[src/rtl/muldiv_unit.sv]
// muldiv_unit: iterative 32-bit MULT/MULTU/DIV/DIVU engine producing Hi/Lo write data over 34 cycles
module muldiv_unit (
  input  logic        clk,
  input  logic        reset_n,
  input  logic        start,
  input  logic [1:0]  op,
  input  logic [31:0] rs_val,
  input  logic [31:0] rt_val,
  input  logic        abort,
  output logic        busy,
  output logic        done,
  output logic        hi_we,
  output logic        lo_we,
  output logic [31:0] hi_out,
  output logic [31:0] lo_out
);
  typedef enum logic [1:0] {IDLE, CALC, FIX, DONE} state_t;
  state_t state_q, state_d;
  logic [5:0] cnt_q, cnt_d;
  logic [1:0] op_q, op_d;
  logic [31:0] b_q, b_d, rs_q, rs_d, hi_q, hi_d, lo_q, lo_d;
  logic [63:0] acc_q, acc_d;
  logic sq_q, sq_d, sr_q, sr_d, busy_q, busy_d, done_q, done_d;
  logic [31:0] rs_mag, rt_mag, quo, rmd;
  logic [32:0] sum, rem, diff;
  logic [63:0] prod;
  logic is_div, signed_op;
  always_comb begin
    is_div = op_q[1];
    signed_op = !op_q[0];
    rs_mag = (!op[0] && rs_val[31]) ? -rs_val : rs_val;
    rt_mag = (!op[0] && rt_val[31]) ? -rt_val : rt_val;
    sum = {1'b0, acc_q[63:32]} + (acc_q[0] ? {1'b0, b_q} : 33'd0);
    rem = {acc_q[63:31]};
    diff = rem - {1'b0, b_q};
    prod = (signed_op && sq_q) ? -acc_q : acc_q;
    quo = (signed_op && sq_q) ? -acc_q[31:0] : acc_q[31:0];
    rmd = (signed_op && sr_q) ? -acc_q[63:32] : acc_q[63:32];
    state_d = state_q;
    cnt_d = cnt_q;
    op_d = op_q;
    b_d = b_q;
    rs_d = rs_q;
    hi_d = hi_q;
    lo_d = lo_q;
    acc_d = acc_q;
    sq_d = sq_q;
    sr_d = sr_q;
    busy_d = busy_q;
    done_d = 1'b0;
    case (state_q)
      IDLE: if (start && !abort) begin
        state_d = CALC;
        cnt_d = 6'd0;
        op_d = op;
        busy_d = 1'b1;
        rs_d = rs_val;
        sq_d = rs_val[31] ^ rt_val[31];
        sr_d = rs_val[31];
        b_d = op[1] ? rt_mag : rs_mag;
        acc_d = {32'd0, op[1] ? rs_mag : rt_mag};
      end
      CALC: if (abort) begin
        state_d = IDLE;
        busy_d = 1'b0;
      end else begin
        acc_d = is_div ? {diff[32] ? rem[31:0] : diff[31:0], acc_q[30:0], !diff[32]} : {sum, acc_q[31:1]};
        cnt_d = cnt_q + 6'd1;
        state_d = (cnt_q == 6'd31) ? FIX : CALC;
      end
      FIX: if (abort) begin
        state_d = IDLE;
        busy_d = 1'b0;
      end else begin
        state_d = DONE;
        done_d = 1'b1;
        hi_d = !is_div ? prod[63:32] : (b_q == 32'd0) ? rs_q : rmd;
        lo_d = !is_div ? prod[31:0] : (b_q == 32'd0) ? 32'hFFFF_FFFF : quo;
      end
      default: begin
        state_d = IDLE;
        busy_d = 1'b0;
      end
    endcase
  end
  always_ff @(posedge clk or negedge reset_n)
    if (!reset_n) begin
      state_q <= IDLE;
      cnt_q <= 6'd0;
      op_q <= 2'd0;
      b_q <= 32'd0;
      rs_q <= 32'd0;
      hi_q <= 32'd0;
      lo_q <= 32'd0;
      acc_q <= 64'd0;
      sq_q <= 1'b0;
      sr_q <= 1'b0;
      busy_q <= 1'b0;
      done_q <= 1'b0;
    end else begin
      state_q <= state_d;
      cnt_q <= cnt_d;
      op_q <= op_d;
      b_q <= b_d;
      rs_q <= rs_d;
      hi_q <= hi_d;
      lo_q <= lo_d;
      acc_q <= acc_d;
      sq_q <= sq_d;
      sr_q <= sr_d;
      busy_q <= busy_d;
      done_q <= done_d;
    end
  assign busy = busy_q;
  assign done = done_q;
  assign hi_we = done_q;
  assign lo_we = done_q;
  assign hi_out = hi_q;
  assign lo_out = lo_q;
endmodule

[config.mk]
export PLATFORM = sky130hd
export DESIGN_NAME = muldiv_unit
export DESIGN_NICKNAME = d
export VERILOG_FILES = /design/src/rtl/muldiv_unit.sv
export SDC_FILE = /design/constraint.sdc
export NUM_CORES = 1
export LEC_CHECK = 0
export CAP_MARGIN = 20
export CORE_MARGIN = 3
export CORE_UTILIZATION = 45
export DETAILED_ROUTE_END_ITERATION = 16
export DONT_BUFFER_PORTS = 1
export GPL_TIMING_DRIVEN = 0
export HOLD_SLACK_MARGIN = 0.06
export MAX_ROUTING_LAYER = met4
export PLACE_DENSITY = 0.71
export SKIP_LAST_GASP = 1
export SLEW_MARGIN = 20
export SYNTH_ARGS = -nofsm -noshare
export SYNTH_HDL_FRONTEND = slang
export SYNTH_SLANG_ARGS = --single-unit
[constraint.sdc]
create_clock -name clk -period 5 [get_ports clk]
set_input_delay 0.5 -clock clk [delete_from_list [all_inputs] [get_ports clk]]
set_output_delay 0.5 -clock clk [all_outputs]
set_load 0.01 [all_outputs]
* After elaboration in Yosys (flattened, before gate mapping) *
Index checks and enable logic that the tools add are counted.

storage, ports and cells
  flip-flop bits (word level) = 206
  output and inout port bits = 68
  input port bits = 70

operators by class
  reductions and logical operators = 17
  bitwise gates (word level) = 2
  $add $sub $neg = 8
  muxes and demuxes = 30
  equal/unequal tests = 6

operator list
  kind                 count
  $mux 32              12
  $mux 64              4
  $neg 32->32          4
  $pmux 64 s2          1
  $neg 64->64          1
  $add 32x32->33       1
  $sub 33x32->33       1
  $logic_not 32->1     1
  $mux 6               2
  $pmux 6 s2           1
  $mux 2               4
  $add 6x1->6 const B  1
  $eq 6x5->1 const B   1
  $pmux 2 s3           1
  $reduce_and 2->1     3
  $logic_and 1x1->1    5
  $logic_not 1->1      4
  $mux 1               4
  $ne 2x2->1 const B   2
  $reduce_and 3->1     1
  $eq 2x1->1 const B   1
  $eq 2x2->1 const B   1
  $logic_not 2->1      1
  $ne 2x1->1 const B   1
  other kinds (5)      5

* Logic depth before layout (Yosys ltp) *
Gate-level depths: netlist of run 1.

  depth after elaboration = 6
  depth in mapped cells = 14
  depth with buffers taken out = 13

* Worst setup path after synthesis of run 1 *
OpenSTA, ideal clock, no wires.

  path kind = register to register
  from = reg acc_q[0]
  to = reg acc_q[62]
  data required time = 4896 ps
  clock period less this slack = 3269 ps
  stages on the path, launching flop included = 15
  path buffers = 2
  data arrival time = 3165 ps
  setup time = 104 ps
  path slack = 1731 ps
  path through = dfrtp_1 inv_1 clkbuf_1 nor2_1 ha_1 clkbuf_1 a21oi_1 o21ai_0 o221a_2 or3_1 a31oi_1 o21bai_1 o211ai_1 mux2_2 a221oi_1

on the way
  cells in the longest elaborated chain, start to end = 5

ends and longest elaborated chain
  element                 RTL line  text
  start, declared         22        logic [63:0] acc_q, acc_d;
  start signal, assigned  95        acc_q <= 64'd0;
  start signal, assigned  108       acc_q <= acc_d;
  $mux 32                 33        sum = {1'b0, acc_q[63:32]} + (acc_q[0] ? {1'b0, b_q} : 33'd0);
  $add 32x32->33          33
  $mux 64                 67        acc_d = is_div ? {diff[32] ? rem[31:0] : diff[31:0], acc_q[30:0], !diff[32]} : {sum, acc_q[31:1]};
  $mux 64                 63        CALC: if (abort) begin
  $pmux 64 s2             51        case (state_q)

Every way passes these cells. The select of a mux whose other input is x is not followed.
A chain may end at the register's enable or synchronous reset.

* Worst setup path after layout of run 1 *
  from = reg acc_q[31]
  to = reg acc_q[57]

on the way
  cells in the longest elaborated chain, start to end = 5

ends and longest elaborated chain
  element         RTL line  text
  $sub 33x32->33  35        diff = rem - {1'b0, b_q};
  $mux 32         67
  $mux 64         67
  $mux 64         63
  $pmux 64 s2     51

Every way passes these cells. The select of a mux whose other input is x is not followed.

==> flow_summary.html, run 1 <==
<table>
<tr><th>Metric</th><th>Value</th></tr>
<tr><th colspan="2">Timing</th></tr>
<tr><td>Pin slew with the least headroom to its limit</td><td>1130 ps</td></tr>
<tr><td>Max Clock Skew</td><td>16.1 ps</td></tr>
<tr><td>Summed negative setup slack over all endpoints</td><td>0 ps</td></tr>
<tr><td>Final critical-path required period</td><td>4630 ps</td></tr>
<tr><td>Peak Freq</td><td>0.216 GHz</td></tr>
<tr><td>RSZ-0062 raised after global routing</td><td>false</td></tr>
<tr><td>Tcrit/Tclk final</td><td>92.7%</td></tr>
<tr><td>Slew Limit Headroom</td><td>24.1%</td></tr>
<tr><td>Worst setup slack after layout</td><td>367 ps</td></tr>
<tr><td>Number of max-slew violations in the final report</td><td>0</td></tr>
<tr><td>Final setup viols</td><td>0</td></tr>
<tr><td>Worst-case hold slack</td><td>-335 ps</td></tr>
<tr><td>Number of hold violations in the final report</td><td>205</td></tr>
<tr><th colspan="2">Floorplanning</th></tr>
<tr><td>Initial Utilization</td><td>45.9%</td></tr>
<tr><td>Total core area</td><td>0.0367 mm^2</td></tr>
<tr><td>Floorplan die width</td><td>199 um</td></tr>
<tr><td>Ports</td><td>138</td></tr>
<tr><td>Die height</td><td>199 um</td></tr>
<tr><td># rows</td><td>70</td></tr>
<tr><td>Die ar.</td><td>0.0398 mm^2</td></tr>
<tr><th colspan="2">Setup path</th></tr>
<tr><td>Crit path max fanout</td><td>10</td></tr>
<tr><td>Critical path startpoint category</td><td>register</td></tr>
<tr><td>Arrival @ worst endpoint</td><td>5070 ps</td></tr>
<tr><td>Worst reg-to-reg path cell count</td><td>13</td></tr>
<tr><td>Critical register-to-register path startpoint</td><td>acc_q[31]$_DFFE_PN0P_</td></tr>
<tr><td>Worst setup slack for register-to-register paths</td><td>370 ps</td></tr>
<tr><td>Critical path start-end classification</td><td>register to register</td></tr>
<tr><td>Setup crit end kind</td><td>register</td></tr>
<tr><td>Reg-to-reg critical path endpoint</td><td>acc_q[57]$_DFFE_PN0P_</td></tr>
<tr><td>Required time of the worst setup path</td><td>5440 ps</td></tr>
<tr><th colspan="2">Clocking</th></tr>
<tr><td>Post_cts resized</td><td>0</td></tr>
<tr><td>Buffers inserted by post-CTS timing repair</td><td>0</td></tr>
<tr><td>TritonCTS buffer count</td><td>23</td></tr>
<tr><td>H-tree levels</td><td>1</td></tr>
<tr><td>Insertion delay of the later-clocked pin in the worst-skew pair</td><td>540 ps</td></tr>
<tr><td>Worst-path clk slew</td><td>60 ps</td></tr>
<tr><td>Max Root-Sink Buffers</td><td>3</td></tr>
<tr><td>Clock Sinks</td><td>205</td></tr>
<tr><td>CTS tree</td><td>done</td></tr>
<tr><td>Root Driver</td><td>sky130_fd_sc_hd__clkbuf_16</td></tr>
<tr><th colspan="2">Layout</th></tr>
<tr><td>Final Net Count</td><td>2365</td></tr>
<tr><td>Sequential cell area</td><td>0.00513 mm^2</td></tr>
<tr><td>Layout cells sized above 1</td><td>4.97%</td></tr>
<tr><td>Final cell count without fillers</td><td>2703</td></tr>
<tr><td>Number of fill cells in the layout</td><td>3677</td></tr>
<tr><td>Total area of multi-input combinational cells</td><td>0.0108 mm^2</td></tr>
<tr><td>Layout overhead on the synthesized area</td><td>8.14%</td></tr>
<tr><th colspan="2">Global route</th></tr>
<tr><td>Total overflow reported by the global router</td><td>0</td></tr>
<tr><td>First-pass GRT wire length</td><td>102000 um</td></tr>
<tr><td>Maximum number of pins on one net before global-route repair</td><td>206</td></tr>
<tr><td>Vias in the first global route</td><td>16100</td></tr>
<tr><td>Overall routing resource usage</td><td>34.8%</td></tr>
<tr><td>Antenna violations before repair</td><td>2</td></tr>
<tr><th colspan="2">Logic synthesis</th></tr>
<tr><td>Mean post-synth cell area</td><td>7.67 um^2</td></tr>
<tr><td>Largest cells by area after synthesis</td><td>sky130_fd_sc_hd__dfrtp_1 (30%), sky130_fd_sc_hd__a21oi_1 (7.2%), sky130_fd_sc_hd__nand2_1 (6.1%), sky130_fd_sc_hd__nor2_1 (6.0%), sky130_fd_sc_hd__o21ai_0 (5.6%)</td></tr>
<tr><td>Flip-flop and latch count after synthesis</td><td>205</td></tr>
<tr><td>Sequential element share of the synthesized area</td><td>30.5%</td></tr>
<tr><td>Count of different cell masters after synthesis</td><td>81</td></tr>
<tr><td>Count of warnings emitted by yosys</td><td>0</td></tr>
<tr><td>Netlist area before placement</td><td>0.0168 mm^2</td></tr>
<tr><td>Fraction of registers with async set or reset after synthesis</td><td>100%</td></tr>
<tr><td>Synthesized net count</td><td>2340</td></tr>
<tr><td>Post-synthesis instance total</td><td>2195</td></tr>
<tr><td>Number of synthesized flops with an enable pin</td><td>0</td></tr>
<tr><td>Most frequent cell after synthesis</td><td>sky130_fd_sc_hd__nand2_1</td></tr>
<tr><td>Yosys top cell area share</td><td>30.5%</td></tr>
<tr><td>Cell taking the most area after synthesis</td><td>sky130_fd_sc_hd__dfrtp_1</td></tr>
<tr><td>Most common library cells after synthesis</td><td>sky130_fd_sc_hd__nand2_1 (275), sky130_fd_sc_hd__nor2_1 (268), sky130_fd_sc_hd__a21oi_1 (241), sky130_fd_sc_hd__dfrtp_1 (205), sky130_fd_sc_hd__o21ai_0 (188)</td></tr>
<tr><td>Top flip-flop cell by instance count after synthesis</td><td>sky130_fd_sc_hd__dfrtp_1</td></tr>
<tr><th colspan="2">Worst hold path</th></tr>
<tr><td>Path category of the worst min-delay check</td><td>primary input to asynchronous set/reset pin</td></tr>
<tr><th colspan="2">Route</th></tr>
<tr><td>DRC violation total after the first TritonRoute iteration</td><td>2142</td></tr>
<tr><td>Number of iterations in the first detailed-routing pass</td><td>6</td></tr>
<tr><td>Detail Route Antenna Nets</td><td>0</td></tr>
<tr><td>Count of vias placed by the detailed router</td><td>17300</td></tr>
<tr><td>Drt total wl</td><td>68900 um</td></tr>
<tr><td>Vias per std cell</td><td>6.40</td></tr>
<tr><td>Post-detailed-route wirelength per cell</td><td>25.5 um</td></tr>
<tr><td>Post-route DRC violation count</td><td>0</td></tr>
<tr><th colspan="2">Run status</th></tr>
<tr><td>Violations in the final reports</td><td>hold timing</td></tr>
<tr><td>Run status</td><td>finished with violations</td></tr>
<tr><th colspan="2">Placement</th></tr>
<tr><td>Worst Setup Slack post-DPL</td><td>592 ps</td></tr>
<tr><td>Count of port buffers added during placement</td><td>0</td></tr>
<tr><td>Half-perimeter wire length after detailed placement</td><td>54600 um</td></tr>
<tr><td>Number of placed instances with taps included</td><td>2663</td></tr>
<tr><td>Global placer's final weighted congestion</td><td>1.06</td></tr>
<tr><th colspan="2">Flow run</th></tr>
<tr><td>Number of maximum-capacitance violations</td><td>0</td></tr>
<tr><th colspan="2">Pwr</th></tr>
<tr><td>Clock network fraction of total power</td><td>14.9%</td></tr>
<tr><td>PD cells</td><td>670 mW/mm^2</td></tr>
<tr><td>Switching Share</td><td>50.7%</td></tr>
<tr><td>Portion of total power attributed to combinational logic</td><td>61.4%</td></tr>
<tr><td>P_sw</td><td>6.19 mW</td></tr>
<tr><td>Total design power</td><td>12.2 mW</td></tr>
<tr><td>Worst vdd ir</td><td>0.250 mV</td></tr>
<tr><td>Sequential share of power</td><td>23.7%</td></tr>
<tr><td>Leakage component of the power</td><td>7.91 nW</td></tr>
<tr><td>Internal power</td><td>6.01 mW</td></tr>
</table>
-- sequential cells by signal, summed over array words and instances (netlist names) --
signal / flops
lo_out: 32
rs_q: 32
cnt_q: 6
op_q: 2
acc_q: 64
sq_q: 1
state_q: 2
b_q: 32
done: 1
busy: 1
hi_out: 32
-- cell usage in the layout (no fill, tap or decap), drive strengths merged, types with 64 or more instances in the layout --
cell / count
nand2: 275
inv: 64
dfrtp: 205
xnor2: 101
nor2: 269
xor2: 92
a21oi: 241
clkbuf: 147
o21ai: 202
ha: 73
-- power by group through the flow --
stage / Clock [mW] / Combinational, mW / Sequential [mW]
detailed placement: 0 / 7.23 / 2.89
finish: 1.81 / 7.49 / 2.90
global route: 1.90 / 8.09 / 2.95
global placement: 0 / 7.14 / 2.87
CTS: 1.82 / 7.27 / 2.86
floorplan: 0 / 5.34 / 2.57
-- metrics by stage --
step           hold slack [ps]  util (%)  cell area, um^2
2_1_floorplan              204         -            16800
3_3_place_gp               211      47.5            17400
3_5_place_dp               211      47.5            17400
4_1_cts                   -345      49.6            18200
5_1_grt                   -353      49.6            18200
6_report                  -335      49.6            18200
-- worst max-delay path by stage --
stage	from	to	slack, ps	cells after the start
finish	acc_q[31]$_DFFE_PN0P_	acc_q[57]$_DFFE_PN0P_	370	13
global route	acc_q[31]$_DFFE_PN0P_	acc_q[50]$_DFFE_PN0P_	190	13
CTS	acc_q[31]$_DFFE_PN0P_	acc_q[57]$_DFFE_PN0P_	540	13
detailed placement	acc_q[31]$_DFFE_PN0P_	acc_q[57]$_DFFE_PN0P_	590	13
global placement	acc_q[31]$_DFFE_PN0P_	acc_q[57]$_DFFE_PN0P_	630	13
floorplan	acc_q[0]$_DFFE_PN0P_	acc_q[62]$_DFFE_PN0P_	1730	14
-- critical path: stages, from the launching register on --
cell	delay, ps
sky130_fd_sc_hd__dfrtp_1	490
sky130_fd_sc_hd__inv_1	190
sky130_fd_sc_hd__ha_1	250
sky130_fd_sc_hd__fa_1	390
sky130_fd_sc_hd__nand2b_1	220
sky130_fd_sc_hd__a21o_1	240
sky130_fd_sc_hd__a2111oi_0	770
sky130_fd_sc_hd__o21bai_1	210
sky130_fd_sc_hd__a21boi_0	210
sky130_fd_sc_hd__o221a_2	250
sky130_fd_sc_hd__buf_2	260
sky130_fd_sc_hd__buf_1	450
sky130_fd_sc_hd__nand2_1	340
sky130_fd_sc_hd__o211ai_1	260
-- cell families (layout without fill, tap and decap cells) --
logic type | Yosys count | count (layout) | share of synthesized area [%]
DFF | 205 | 205 | 30.5
buffers and inverters | 210 | 248 | 5.09
AOI/OAI and AO/OA | 678 | 678 | 23.9
muxes | 59 | 59 | 3.71
other | 0 | 2 | 0
adders and majority gates | 75 | 75 | 5.66
and+or+nand+nor | 775 | 775 | 21.1
xor gates and xnor gates | 193 | 193 | 10.0
-- area by class of cell --
class                           count  share of cell area, %
Multi-Input combinational cell   1780                   59.6
Sequential cell                   205                   28.2
Clock buffer                       31                   3.49
Buffer                            147                   3.41
Tap cell                          468                   3.22
Inverter                           63                   1.30
Clock inverter                      7                  0.777
Antenna cell                        2                 0.0275
-- layer usage --
| layer | routed length (um) | GRT usage (%) | up-vias |
|---|---|---|---|
| li1 | - | - | 7805 |
| met1 | 29300 | 48.7 | 8369 |
| met2 | 29500 | 51.3 | 987 |
| met3 | 7190 | 5.73 | 138 |
| met4 | 2880 | 11.9 | 0 |
| met5 | 0 | - | - |
Power figures use the tool's default switching activity.
==> run 2, diff against run 1 <==
CELL_PAD_IN_SITES_DETAIL_PLACEMENT = 1   (was unset)
CELL_PAD_IN_SITES_GLOBAL_PLACEMENT = 2   (was unset)
CORE_UTILIZATION = 42   (was 45)
PLACE_DENSITY = 0.95   (was 0.71)
==> run 2 against run 1 <==
Against the previous run:
- the flow still finishes with violations (hold timing)
- critical endpoint is now acc_q[52]$_DFFE_PN0P_
- first-iteration DRC count decreased by 28%
- power grew 6.0%
- non-clock buffer count is 12 higher
- final cell count is 2.6% higher
- final area increased by 1.8%
- via count is 1.6% higher
- routed wire length grew 14%
==> flow_summary.html, run 2 (same netlist as run 1, synthesis figures left out) <==
<table>
<tr><th>Metric</th><th>Value</th></tr>
<tr><th colspan="2">Run status</th></tr>
<tr><td>Run status</td><td>finished with violations</td></tr>
<tr><td>Violations in the final reports</td><td>hold timing</td></tr>
<tr><th colspan="2">Route</th></tr>
<tr><td>DRC violation total after the first TritonRoute iteration</td><td>1548 (-28%)</td></tr>
<tr><td>Vias per std cell</td><td>6.34 (-0.92%)</td></tr>
<tr><td>Number of iterations in the first detailed-routing pass</td><td>5 (-1)</td></tr>
<tr><td>Drt total wl</td><td>78700 um (+14%)</td></tr>
<tr><td>Detail Route Antenna Nets</td><td>0 (unchanged)</td></tr>
<tr><td>Post-detailed-route wirelength per cell</td><td>28.4 um (+11%)</td></tr>
<tr><td>Post-route DRC violation count</td><td>0 (unchanged)</td></tr>
<tr><td>Count of vias placed by the detailed router</td><td>17600 (+1.6%)</td></tr>
<tr><th colspan="2">Timing</th></tr>
<tr><td>Worst-case hold slack</td><td>-363 ps (-27.8 ps)</td></tr>
<tr><td>Pin slew with the least headroom to its limit</td><td>1270 ps (+137 ps)</td></tr>
<tr><td>Slew Limit Headroom</td><td>13.3% (-11 points)</td></tr>
<tr><td>Worst setup slack after layout</td><td>61.1 ps (-306 ps)</td></tr>
<tr><td>Tcrit/Tclk final</td><td>98.8% (+6.1 points)</td></tr>
<tr><td>Number of max-slew violations in the final report</td><td>0 (unchanged)</td></tr>
<tr><td>Number of hold violations in the final report</td><td>205 (unchanged)</td></tr>
<tr><td>Peak Freq</td><td>0.202 GHz (-6.2%)</td></tr>
<tr><td>Final critical-path required period</td><td>4940 ps (+306 ps)</td></tr>
<tr><td>Final setup viols</td><td>0 (unchanged)</td></tr>
<tr><td>Summed negative setup slack over all endpoints</td><td>0 ps (unchanged)</td></tr>
<tr><td>Max Clock Skew</td><td>39.5 ps (+23.5 ps)</td></tr>
<tr><th colspan="2">Clocking</th></tr>
<tr><td>CTS tree</td><td>done</td></tr>
<tr><td>TritonCTS buffer count</td><td>25 (+8.7%)</td></tr>
<tr><td>CTS Hold Buffers Added</td><td>12</td></tr>
<tr><td>H-tree levels</td><td>1 (unchanged)</td></tr>
<tr><td>Buffers inserted by post-CTS timing repair</td><td>0 (unchanged)</td></tr>
<tr><td>Insertion delay of the later-clocked pin in the worst-skew pair</td><td>570 ps (+30 ps)</td></tr>
<tr><td>Root Driver</td><td>sky130_fd_sc_hd__clkbuf_16</td></tr>
<tr><td>Worst-path clk slew</td><td>60 ps (about the same)</td></tr>
<tr><td>Max Root-Sink Buffers</td><td>3 (unchanged)</td></tr>
<tr><td>Clock Sinks</td><td>205 (unchanged)</td></tr>
<tr><th colspan="2">Layout</th></tr>
<tr><td>Most flop-heavy register</td><td>acc_q</td></tr>
<tr><td>Layout overhead on the synthesized area</td><td>10.1%</td></tr>
<tr><td>Most frequent cells in the layout</td><td>sky130_fd_sc_hd__nand2_1 (275), sky130_fd_sc_hd__nor2_1 (267), sky130_fd_sc_hd__a21oi_1 (241)</td></tr>
<tr><td>Total area of multi-input combinational cells</td><td>0.0109 mm^2 (about the same)</td></tr>
<tr><td>Final Net Count</td><td>2379 (+0.59%)</td></tr>
<tr><td>Final cell count without fillers</td><td>2773 (+2.6%)</td></tr>
<tr><td>Core occupancy in the finished layout</td><td>47.4% (-2.2 points)</td></tr>
<tr><td>Sequential cell area</td><td>0.00513 mm^2 (unchanged)</td></tr>
<tr><td>Post-route cell area</td><td>0.0185 mm^2 (+1.8%)</td></tr>
<tr><td>Number of fill cells in the layout</td><td>4858 (+32%)</td></tr>
<tr><td>Number of flip-flops under the largest register name</td><td>64 (unchanged)</td></tr>
<tr><td>Commonest non-fill, non-tap cell in the layout</td><td>sky130_fd_sc_hd__nand2_1</td></tr>
<tr><td>Layout cells sized above 1</td><td>5.46% (+0.49 points)</td></tr>
<tr><th colspan="2">Setup path</th></tr>
<tr><td>Stage delay of the slowest cell on the critical path</td><td>640 ps (-130 ps)</td></tr>
<tr><td>Crit path max fanout</td><td>10 (unchanged)</td></tr>
<tr><td>Critical path startpoint category</td><td>register</td></tr>
<tr><td>Reg-to-reg critical path endpoint</td><td>acc_q[52]$_DFFE_PN0P_</td></tr>
<tr><td>Arrival @ worst endpoint</td><td>5410 ps (+340 ps)</td></tr>
<tr><td>Required time of the worst setup path</td><td>5480 ps (+40 ps)</td></tr>
<tr><td>Chain of cells forming the critical path</td><td>inv_1, ha_1, fa_1, nand2b_1, a21o_1, a2111oi_1, o21bai_1, a21boi_0, o221a_2, buf_2, buf_1, nand2_1, o21ai_0</td></tr>
<tr><td>Setup crit end kind</td><td>register</td></tr>
<tr><td>Cell with the largest stage delay on the worst path</td><td>sky130_fd_sc_hd__a2111oi_1</td></tr>
<tr><td>Worst reg-to-reg path cell count</td><td>13 (unchanged)</td></tr>
<tr><td>Critical path start-end classification</td><td>register to register</td></tr>
<tr><td>Worst setup slack for register-to-register paths</td><td>60 ps (-310 ps)</td></tr>
<tr><td>Critical register-to-register path startpoint</td><td>acc_q[31]$_DFFE_PN0P_</td></tr>
<tr><th colspan="2">Global route</th></tr>
<tr><td>Vias in the first global route</td><td>17800 (+11%)</td></tr>
<tr><td>Antenna violations before repair</td><td>3 (+1)</td></tr>
<tr><td>Maximum number of pins on one net before global-route repair</td><td>206 (unchanged)</td></tr>
<tr><td>First-pass GRT wire length</td><td>116000 um (+13%)</td></tr>
<tr><td>Overall routing resource usage</td><td>37.3% (+2.5 points)</td></tr>
<tr><td>Total overflow reported by the global router</td><td>0 (unchanged)</td></tr>
<tr><th colspan="2">Floorplanning</th></tr>
<tr><td>Ports</td><td>138 (unchanged)</td></tr>
<tr><td>Floorplan die width</td><td>206 um (+3.4%)</td></tr>
<tr><td>Die ar.</td><td>0.0425 mm^2 (+6.9%)</td></tr>
<tr><td>Die height</td><td>206 um (+3.4%)</td></tr>
<tr><td>Total core area</td><td>0.0391 mm^2 (+6.5%)</td></tr>
<tr><td>Initial Utilization</td><td>43.0% (-2.8 points)</td></tr>
<tr><td># rows</td><td>72 (+2.9%)</td></tr>
<tr><th colspan="2">Placement</th></tr>
<tr><td>Placed instance area</td><td>0.0175 mm^2 (+0.38%)</td></tr>
<tr><td>Global placer's final weighted congestion</td><td>1.01 (-4.4%)</td></tr>
<tr><td>Worst Setup Slack post-DPL</td><td>148 ps (-443 ps)</td></tr>
<tr><td>Half-perimeter wire length after detailed placement</td><td>61800 um (+13%)</td></tr>
<tr><td>Count of port buffers added during placement</td><td>0 (unchanged)</td></tr>
<tr><td>Number of placed instances with taps included</td><td>2713 (+1.9%)</td></tr>
<tr><th colspan="2">Pwr</th></tr>
<tr><td>Internal power</td><td>6.18 mW (+2.9%)</td></tr>
<tr><td>P_sw</td><td>6.74 mW (+8.9%)</td></tr>
<tr><td>Portion of total power attributed to combinational logic</td><td>60.9% (-0.5 points)</td></tr>
<tr><td>Sequential share of power</td><td>23.0% (-0.7 points)</td></tr>
<tr><td>Worst vdd ir</td><td>0.281 mV (+12%)</td></tr>
<tr><td>PD cells</td><td>698 mW/mm^2 (+4.1%)</td></tr>
<tr><td>Leakage component of the power</td><td>8.02 nW (+1.4%)</td></tr>
<tr><td>Total design power</td><td>12.9 mW (+6.0%)</td></tr>
<tr><td>Clock network fraction of total power</td><td>16.1% (+1.2 points)</td></tr>
<tr><td>Switching Share</td><td>52.1% (+1.4 points)</td></tr>
<tr><th colspan="2">Worst hold path</th></tr>
<tr><td>Path category of the worst min-delay check</td><td>primary input to asynchronous set/reset pin</td></tr>
<tr><th colspan="2">Flow run</th></tr>
<tr><td>Number of maximum-capacitance violations</td><td>0 (unchanged)</td></tr>
</table>
## run 2: changes by cell type in the layout (fill, tap and decap cells not counted), moves of 2 or more
cell                            before  now
sky130_fd_sc_hd__dlygate4sd3_1       2   14
sky130_fd_sc_hd__clkinvlp_4          1    5
sky130_fd_sc_hd__clkbuf_1          120  116
sky130_fd_sc_hd__clkbuf_16          23   25
sky130_fd_sc_hd__clkbuf_8            3    5
## run 2: critical path: cells and delay by family, from the launching register on
kind                     cells  cell delay [ps]
flip-flops                   1              560
AO/OA/AOI/OAI                6             1910
buffers and inverters        3             1110
AND/OR/NAND/NOR              2              560
adder cells (fa/ha/maj)      2              680
## run 2: what timing repair did
item	4_1_cts	5_1_grt
hold endpoints to repair	217	205
gates resized for setup	0	1
setup endpoints to repair	0	6
## run 2: worst max path at each step
stage	slack, ps	endpoint	cells after the start	start
CTS	100	acc_q[57]$_DFFE_PN0P_	13	acc_q[31]$_DFFE_PN0P_
floorplan	1730	acc_q[62]$_DFFE_PN0P_	14	acc_q[0]$_DFFE_PN0P_
detailed placement	150	acc_q[57]$_DFFE_PN0P_	13	acc_q[31]$_DFFE_PN0P_
finish	60	acc_q[52]$_DFFE_PN0P_	13	acc_q[31]$_DFFE_PN0P_
global route	-30	acc_q[57]$_DFFE_PN0P_	13	acc_q[31]$_DFFE_PN0P_
global placement	200	acc_q[57]$_DFFE_PN0P_	13	acc_q[31]$_DFFE_PN0P_
## run 2: power groups by stage
stage | registers [mW] | clock network, mW | logic (mW)
finish | 2.97 | 2.08 | 7.87
floorplan | 2.57 | 0 | 5.34
CTS | 2.92 | 2.08 | 7.67
detailed placement | 2.94 | 0 | 7.60
global route | 3.00 | 2.15 | 8.50
global placement | 2.91 | 0 | 7.40
## run 2: layout make-up
cell class                      count  share of cell area [%]
Sequential cell                   205                    27.7
Clock inverter                     14                    1.16
Clock buffer                       31                    3.77
Multi-Input combinational cell   1780                    58.6
Tap cell                          518                    3.50
Inverter                           63                    1.28
Timing Repair Buffer               12                   0.648
Antenna cell                        3                  0.0405
Buffer                            147                    3.35
## run 2: layer usage
metal  track usage (%)  part of all wire (%)  vias to the layer above
met4              13.8                   4.2                        0
li1                  -                     -                     7816
met2              54.3                    43                      775
met1              49.3                    43                     8819
met5                 -                     0                        -
met3              10.8                   9.9                      173
